<file path="config.mk">
export PLATFORM = sky130hd
export DESIGN_NAME = bf16_dot_accum_44_flat
export DESIGN_NICKNAME = d
export VERILOG_FILES = /design/src/rtl/bf16_pkg_44.sv /design/src/rtl/bf16_dot_accum_44_if.sv /design/src/rtl/bf16_add_44.sv /design/src/rtl/bf16_dot_accum_44.sv /design/src/flat_wrapper.sv
export SDC_FILE = /design/constraint.sdc
export NUM_CORES = 1
export LEC_CHECK = 0
export CAP_MARGIN = 20
export CORE_MARGIN = 2
export CORE_UTILIZATION = 56
export CTS_CLUSTER_DIAMETER = 50
export DETAILED_ROUTE_END_ITERATION = 8
export PLACE_DENSITY = 0.79
export SLEW_MARGIN = 20
export SYNTH_ARGS = -nofsm -noshare
export SYNTH_HDL_FRONTEND = slang
export SYNTH_SLANG_ARGS = --single-unit
</file>
<file path="constraint.sdc">
create_clock -name clk_44 -period 9.65 [get_ports clk_44]
set_input_delay 1.93 -clock clk_44 [delete_from_list [all_inputs] [get_ports clk_44]]
set_output_delay 1.93 -clock clk_44 [all_outputs]
set_load 0.005 [all_outputs]
</file>
<file path="src/rtl/bf16_pkg_44.sv">
// Shared BF16 field layout, special encodings and accumulator state codes
// for the BF16 dot-product accumulator.
package bf16_pkg_44;
   localparam int SIGN_B   = 15;
   localparam int EXP_MSB  = 14;
   localparam int EXP_LSB  = 7;
   localparam int MANT_MSB = 6;
   localparam int BIAS     = 127;
   localparam logic [7:0]  EXP_MAX = 8'hFF;
   localparam logic [15:0] QNAN    = 16'h7FC0;
   localparam logic [15:0] POS_INF = 16'h7F80;
   localparam logic [15:0] NEG_INF = 16'hFF80;
   localparam logic [15:0] ZERO    = 16'h0000;

   typedef enum logic [0:0] {
      IDLE  = 1'b0,
      ACCUM = 1'b1
   } state_e;
endpackage

</file>
<file path="src/rtl/bf16_dot_accum_44_if.sv">
// Product input stream and completed-sum output register of the accumulator.
interface bf16_dot_accum_44_if #(parameter int CNT_W = 9);
   logic [15:0]      prod_44;
   logic             prod_valid_44;
   logic             last_44;
   logic [15:0]      sum_44;
   logic             sum_valid_44;
   logic             sum_ready_44;
   logic [CNT_W-1:0] sum_count_44;

   modport master (
      output prod_44, prod_valid_44, last_44, sum_ready_44,
      input  sum_44, sum_valid_44, sum_count_44
   );

   modport slave (
      input  prod_44, prod_valid_44, last_44, sum_ready_44,
      output sum_44, sum_valid_44, sum_count_44
   );
endinterface

</file>
<file path="src/rtl/bf16_add_44.sv">
// Combinational two-operand BF16 adder: subnormals as zero, RNE rounding,
// overflow to infinity, underflow flushed to signed zero.
module bf16_add_44
   import bf16_pkg_44::*;
(
   input  logic [15:0] a,
   input  logic [15:0] b,
   output logic [15:0] y
);

   logic       sa, sb;
   logic [7:0] ea, eb;
   logic [6:0] ma, mb;
   logic       a_zero, b_zero, a_inf, b_inf, a_nan, b_nan;

   assign sa = a[SIGN_B];
   assign sb = b[SIGN_B];
   assign ea = a[EXP_MSB:EXP_LSB];
   assign eb = b[EXP_MSB:EXP_LSB];
   assign ma = a[MANT_MSB:0];
   assign mb = b[MANT_MSB:0];

   assign a_zero = (ea == 8'd0);
   assign b_zero = (eb == 8'd0);
   assign a_inf  = (ea == EXP_MAX) && (ma == 7'd0);
   assign b_inf  = (eb == EXP_MAX) && (mb == 7'd0);
   assign a_nan  = (ea == EXP_MAX) && (ma != 7'd0);
   assign b_nan  = (eb == EXP_MAX) && (mb != 7'd0);

   function automatic logic [3:0] lzc11(input logic [10:0] v);
      lzc11 = 4'd11;
      for (int i = 0; i < 11; i++) begin
         if (v[i]) lzc11 = 4'(10 - i);
      end
   endfunction

   function automatic logic rne_inc(input logic [10:0] v);
      // v[3] is the kept LSB, v[2:0] are guard/round/sticky
      rne_inc = v[2] & (v[1] | v[0] | v[3]);
   endfunction

   logic              swap;
   logic              s_big, s_sml;
   logic [7:0]        e_big, e_sml, d;
   logic [7:0]        sig_big, sig_sml;
   logic [18:0]       sh_tmp;
   logic [10:0]       big_ext, sml_ext, norm;
   logic [11:0]       raw;
   logic [3:0]        lz;
   logic signed [9:0] exp_n, exp_r;
   logic [8:0]        rnd;
   logic [6:0]        mant_r;

   assign swap    = {ea, ma} < {eb, mb};
   assign s_big   = swap ? sb : sa;
   assign s_sml   = swap ? sa : sb;
   assign e_big   = swap ? eb : ea;
   assign e_sml   = swap ? ea : eb;
   assign sig_big = {1'b1, swap ? mb : ma};
   assign sig_sml = {1'b1, swap ? ma : mb};
   assign d       = e_big - e_sml;

   always_comb begin
      big_ext = {sig_big, 3'b000};
      sh_tmp  = {sig_sml, 11'b0} >> d;
      // Anything shifted past the guard/round bits folds into sticky
      if (d >= 8'd11) sml_ext = 11'd1;
      else            sml_ext = sh_tmp[18:8] | {10'b0, |sh_tmp[7:0]};

      if (s_big == s_sml) raw = {1'b0, big_ext} + {1'b0, sml_ext};
      else                raw = {1'b0, big_ext} - {1'b0, sml_ext};

      lz = 4'd0;
      if (raw[11]) begin
         norm  = raw[11:1] | {10'b0, raw[0]};
         exp_n = $signed({2'b00, e_big}) + 10'sd1;
      end else begin
         lz    = lzc11(raw[10:0]);
         norm  = raw[10:0] << lz;
         exp_n = $signed({2'b00, e_big}) - $signed({6'b0, lz});
      end

      rnd = {1'b0, norm[10:3]} + {8'b0, rne_inc(norm)};
      if (rnd[8]) begin
         mant_r = rnd[7:1];
         exp_r  = exp_n + 10'sd1;
      end else begin
         mant_r = rnd[6:0];
         exp_r  = exp_n;
      end

      if (a_nan || b_nan || (a_inf && b_inf && (sa != sb))) y = QNAN;
      else if (a_inf)                                       y = a;
      else if (b_inf)                                       y = b;
      else if (a_zero && b_zero)                            y = {sa & sb, 15'b0};
      else if (a_zero)                                      y = b;
      else if (b_zero)                                      y = a;
      else if (raw == 12'd0)                                y = ZERO;
      else if (exp_r >= 10'sd255)                           y = s_big ? NEG_INF : POS_INF;
      else if (exp_r <= 10'sd0)                             y = {s_big, 15'b0};
      else                                                  y = {s_big, exp_r[7:0], mant_r};
   end

endmodule

</file>
<file path="src/rtl/bf16_dot_accum_44.sv">
// Accumulates a BF16 product stream into per-vector sums delimited by last_44,
// presenting each sum on a valid/ready output register.
module bf16_dot_accum_44
   import bf16_pkg_44::*;
#(
   parameter int MAX_LEN = 256,
   parameter int CNT_W   = 9
) (
   input  logic clk_44,
   input  logic rst_n_44,
   bf16_dot_accum_44_if.slave bus,
   output logic busy_44,
   output logic err_overlen_44,
   output logic err_overrun_44
);

   localparam logic [0:0]       S_IDLE  = IDLE;
   localparam logic [0:0]       S_ACCUM = ACCUM;
   localparam logic [CNT_W-1:0] CNT_MAX = CNT_W'(MAX_LEN);
   localparam logic [CNT_W-1:0] CNT_ONE = CNT_W'(1);

   logic [0:0]       state_p0, state_nxt;
   logic [15:0]      acc_p0, acc_nxt, add_y;
   logic [CNT_W-1:0] cnt_p0, cnt_nxt;
   logic [15:0]      sum_p1;
   logic [CNT_W-1:0] cnt_p1;
   logic             vld_p1;
   logic             complete, overlen_hit;

   bf16_add_44 u_add (
      .a (acc_p0),
      .b (bus.prod_44),
      .y (add_y)
   );

   always_comb begin
      state_nxt   = state_p0;
      acc_nxt     = acc_p0;
      cnt_nxt     = cnt_p0;
      complete    = 1'b0;
      overlen_hit = 1'b0;
      if (bus.prod_valid_44) begin
         if (state_p0 == S_IDLE) begin
            acc_nxt = bus.prod_44;
            cnt_nxt = CNT_ONE;
         end else begin
            acc_nxt = add_y;
            if (cnt_p0 == CNT_MAX) overlen_hit = 1'b1;
            else                   cnt_nxt     = cnt_p0 + CNT_ONE;
         end
         complete  = bus.last_44;
         state_nxt = bus.last_44 ? S_IDLE : S_ACCUM;
      end
   end

   // Stage p0: accumulator / FSM; stage p1: completed-sum output register
   always_ff @(posedge clk_44 or negedge rst_n_44) begin
      if (!rst_n_44) begin
         state_p0       <= S_IDLE;
         acc_p0         <= ZERO;
         cnt_p0         <= '0;
         sum_p1         <= ZERO;
         cnt_p1         <= '0;
         vld_p1         <= 1'b0;
         err_overlen_44 <= 1'b0;
         err_overrun_44 <= 1'b0;
      end else begin
         state_p0 <= state_nxt;
         acc_p0   <= acc_nxt;
         cnt_p0   <= cnt_nxt;
         if (overlen_hit) err_overlen_44 <= 1'b1;
         if (complete) begin
            sum_p1 <= acc_nxt;
            cnt_p1 <= cnt_nxt;
            vld_p1 <= 1'b1;
            if (vld_p1 && !bus.sum_ready_44) err_overrun_44 <= 1'b1;
         end else if (vld_p1 && bus.sum_ready_44) begin
            vld_p1 <= 1'b0;
         end
      end
   end

   assign bus.sum_44       = sum_p1;
   assign bus.sum_count_44 = cnt_p1;
   assign bus.sum_valid_44 = vld_p1;
   assign busy_44          = (state_p0 == S_ACCUM);

endmodule

</file>
<file path="src/flat_wrapper.sv">
// flat-port wrapper written by rule: the top's interface ports become plain ports
module bf16_dot_accum_44_flat import bf16_pkg_44::*;
#(
   parameter int MAX_LEN = 256,
   parameter int CNT_W   = 9
)
  (clk_44, rst_n_44, busy_44, err_overlen_44, err_overrun_44, bus_prod_44, bus_prod_valid_44, bus_last_44, bus_sum_ready_44, bus_sum_44, bus_sum_valid_44, bus_sum_count_44);
  bf16_dot_accum_44_if #(.CNT_W(CNT_W)) bus_i ();
  input  logic clk_44;
  input  logic rst_n_44;
  output logic busy_44;
  output logic err_overlen_44;
  output logic err_overrun_44;
  input wire logic [$bits(bus_i.prod_44)-1:0] bus_prod_44;
  input wire logic [$bits(bus_i.prod_valid_44)-1:0] bus_prod_valid_44;
  input wire logic [$bits(bus_i.last_44)-1:0] bus_last_44;
  input wire logic [$bits(bus_i.sum_ready_44)-1:0] bus_sum_ready_44;
  output wire logic [$bits(bus_i.sum_44)-1:0] bus_sum_44;
  output wire logic [$bits(bus_i.sum_valid_44)-1:0] bus_sum_valid_44;
  output wire logic [$bits(bus_i.sum_count_44)-1:0] bus_sum_count_44;
  assign bus_i.prod_44 = bus_prod_44;
  assign bus_i.prod_valid_44 = bus_prod_valid_44;
  assign bus_i.last_44 = bus_last_44;
  assign bus_i.sum_ready_44 = bus_sum_ready_44;
  assign bus_sum_44 = bus_i.sum_44;
  assign bus_sum_valid_44 = bus_i.sum_valid_44;
  assign bus_sum_count_44 = bus_i.sum_count_44;
  bf16_dot_accum_44 #(.MAX_LEN(MAX_LEN), .CNT_W(CNT_W)) u_core (.clk_44(clk_44), .rst_n_44(rst_n_44), .bus(bus_i), .busy_44(busy_44), .err_overlen_44(err_overlen_44), .err_overrun_44(err_overrun_44));
endmodule
</file>
==> metrics <==
violated checks=setup timing; fin. max-slew vios=0; startpoint class of the critical path=input port; H-tree Lvls=2; post-synth cell types=98; fin cells=1514; Clock transition at path regs=0.08 ns; Initial Util=56.91%; vias=9922; # IOs=50; DRC viols=0; Arr. time, crit path=10.48 ns; DP HPWL=22090 um; I/O Buffers=49; CP Max Fanout=5; Total GRT Usage=41.09%; Worst Path Required=9.84 ns; # hold bufs at CTS=0; endpoints failing setup=30; initial antenna violation count=0; core area=13140 um^2; grt total ovfl=0; drt total wl=31320 um; Post-Synthesis Net Count=1091; most frequent cells after synthesis=nand2_1 (134), nor2_1 (109), a21oi_1 (73); dominant synthesized flop cell=dfrtp_1; Final Skew=0.009830 ns; number of flops mapped to enable cells by yosys=0; clk sinks=54; Layout area overhead=50.47%; clock root buffer=clkbuf_16; ranking of synthesized cells by area=dfrtp_1 (18%), nand2_1 (6.7%), ha_1 (6.7%), nor2_1 (5.5%), a21oi_1 (4.9%); die area=14290 um^2; die height=119.6 um; Clk Latency, worst-skew pair=0.30 ns; first-pass GRT wire length=47620 um; Crit. End Element=flop; mapped cell area=7477 um^2; cell total after placement=1460; Syn Inst Count=1028; final setup margin=-0.6389 ns; Crit Path Class=in2reg; Final min period=10.29 ns; flops & latches, synth=54; Max-Cap Viols=0; CP max stage delay=0.44 ns; vias per cell=6.554; row cnt=42; Post-synth ARST share=100.0%; Slew headroom=33.00%; area leader, netlist=dfrtp_1; antenna fix cells=0; Slew @ Worst Pin=1.003 ns; layout cell share with drive strength beyond 1=36.92%; Worst Hold Class=reg2reg; largest net degree at the start of global routing=55; RSZ-0062 raised after global routing=true; critical path's slowest cell=or4_1; Final ANT Viol Nets=0; Max Fclk=97.19 MHz; drt wl/cell=20.69 um; Synth top area share=18.07%; Layout Nets=1400; register area share after synthesis=18.07%; vias in the first global route=9453; Yosys warnings=0; CTS buffer count=5; Post-Synthesis Mean Instance Area=7.274 um^2; count leader, synth=nand2_1; CTS tree=done; fin crit share=106.6%; Die X=119.6 um; DR pass1 iterations=8; GPL Wtd Cong=1.040; drt initial violations=1552; Hold Vio Cnt, Final=0; Max clock buf depth=2; status=finished, violations left
## per-stage QoR
| stage | utilization (%) | area, um^2 | worst slack, ns | hold WS (ns) | TNS (ns) |
|---|---|---|---|---|---|
| floorplan | - | 7807 | -0.7491 | 0.4678 | -11.39 |
| global placement | 77.55 | 10190 | -1.274 | 0.4608 | -33.70 |
| detailed placement | 77.55 | 10190 | -1.451 | 0.4621 | -38.72 |
| CTS | 82.66 | 10860 | -0.2318 | 0.4818 | -3.209 |
| global route | 85.64 | 11250 | -0.9319 | 0.5027 | -23.83 |
| finish | 85.64 | 11250 | -0.6389 | 0.4796 | -15.17 |
## per-layer routing
metal | GRT usage, % | up-vias | routed length (um)
li1 | - | 4396 | -
met1 | 50.38 | 4609 | 11460
met2 | 71.46 | 727 | 14860
met3 | 6.036 | 190 | 3101
met4 | 18.38 | 0 | 1892
met5 | 0 | - | 0
## cell usage in the layout (no fill, tap or decap), types with 7 or more instances in the layout
master / instances
o211ai_1: 21
buf_6: 9
a31oi_1: 13
a21oi_2: 10
nand4_1: 17
inv_2: 14
buf_4: 292
and3_1: 12
mux2_2: 14
nor2_1: 100
a21o_1: 21
ha_4: 16
ha_1: 20
nor3_1: 10
o21ai_2: 9
nand2_1: 127
and2_1: 8
xor2_1: 13
inv_1: 44
nand3_1: 32
o21ai_0: 51
nor2b_1: 14
o21ai_1: 7
dfrtp_1: 54
nor4_1: 14
clkdlybuf4s50_1: 34
o21a_1: 8
o22ai_1: 11
a21oi_1: 63
a211o_1: 7
mux2i_1: 21
xnor2_1: 23
## worst max-delay path: cells and delay by family
| family | cells | cell delay [ns] |
|---|---|---|
| buf+inv | 5 | 0.45 |
| fa+ha+maj | 5 | 1.11 |
| compound gates | 19 | 3.50 |
| xor+xnor | 3 | 0.52 |
| simple gates | 17 | 2.96 |
## sequential cells by signal (all words and copies together), names as in the netlist
register and cells:
u_core.err_overlen_44 1, u_core.acc_p0 16, u_core.cnt_p0 9, u_core.bus.sum_count_44 9, u_core.busy_44 1, u_core.err_overrun_44 1
u_core.bus.sum_valid_44 1, u_core.bus.sum_44 16
## cells by family after synthesis
kind of cell               Yosys count  share of synthesized area, %
buffers and inverters              111                         5.957
xor gates and xnor gates            41                         4.903
muxes                               40                         5.823
adders and majority gates           42                         7.229
AOI/OAI and AO/OA                  323                         30.66
and+or+nand+nor                    417                         27.36
DFF                                 54                         18.07
## final cells by class
cell class,instances,area [um^2]
Timing Repair Buffer,351,2795
Clock buffer,5,125.1
Clock inverter,3,28.78
Tap cell,176,220.2
Fill cell,752,1887
Sequential cell,54,1351
Inverter,62,242.7
Multi-Input combinational cell,863,6487
## repair_timing
action                     in CTS  in global routing
buffers inserted               31                 15
gates resized for setup       102                 50
setup endpoints to repair      30                 30
pin swaps                      72                 56
## path summary, 6_finish.rpt
path | startpoint | cells past startpoint | slack (ns) | endpoint
max in group asynchronous | rst_n_44 | 2 | 7.44 | u_core.bus.sum_44[15]
min in group asynchronous | rst_n_44 | 2 | 1.75 | u_core.bus.sum_44[10]
worst max-delay path | bus_prod_44[5] | 49 | -0.64 | u_core.acc_p0[3]
worst max register to register | u_core.acc_p0[5] | 47 | 0.55 | u_core.acc_p0[3]
worst min register to register | u_core.bus.sum_count_44[2] | 2 | 0.48 | u_core.bus.sum_count_44[2]
worst min-delay path | u_core.bus.sum_count_44[2] | 2 | 0.48 | u_core.bus.sum_count_44[2]
Power is not shown: default switching activity piles up to over one toggle a cycle in this logic, so the estimate is an artifact.
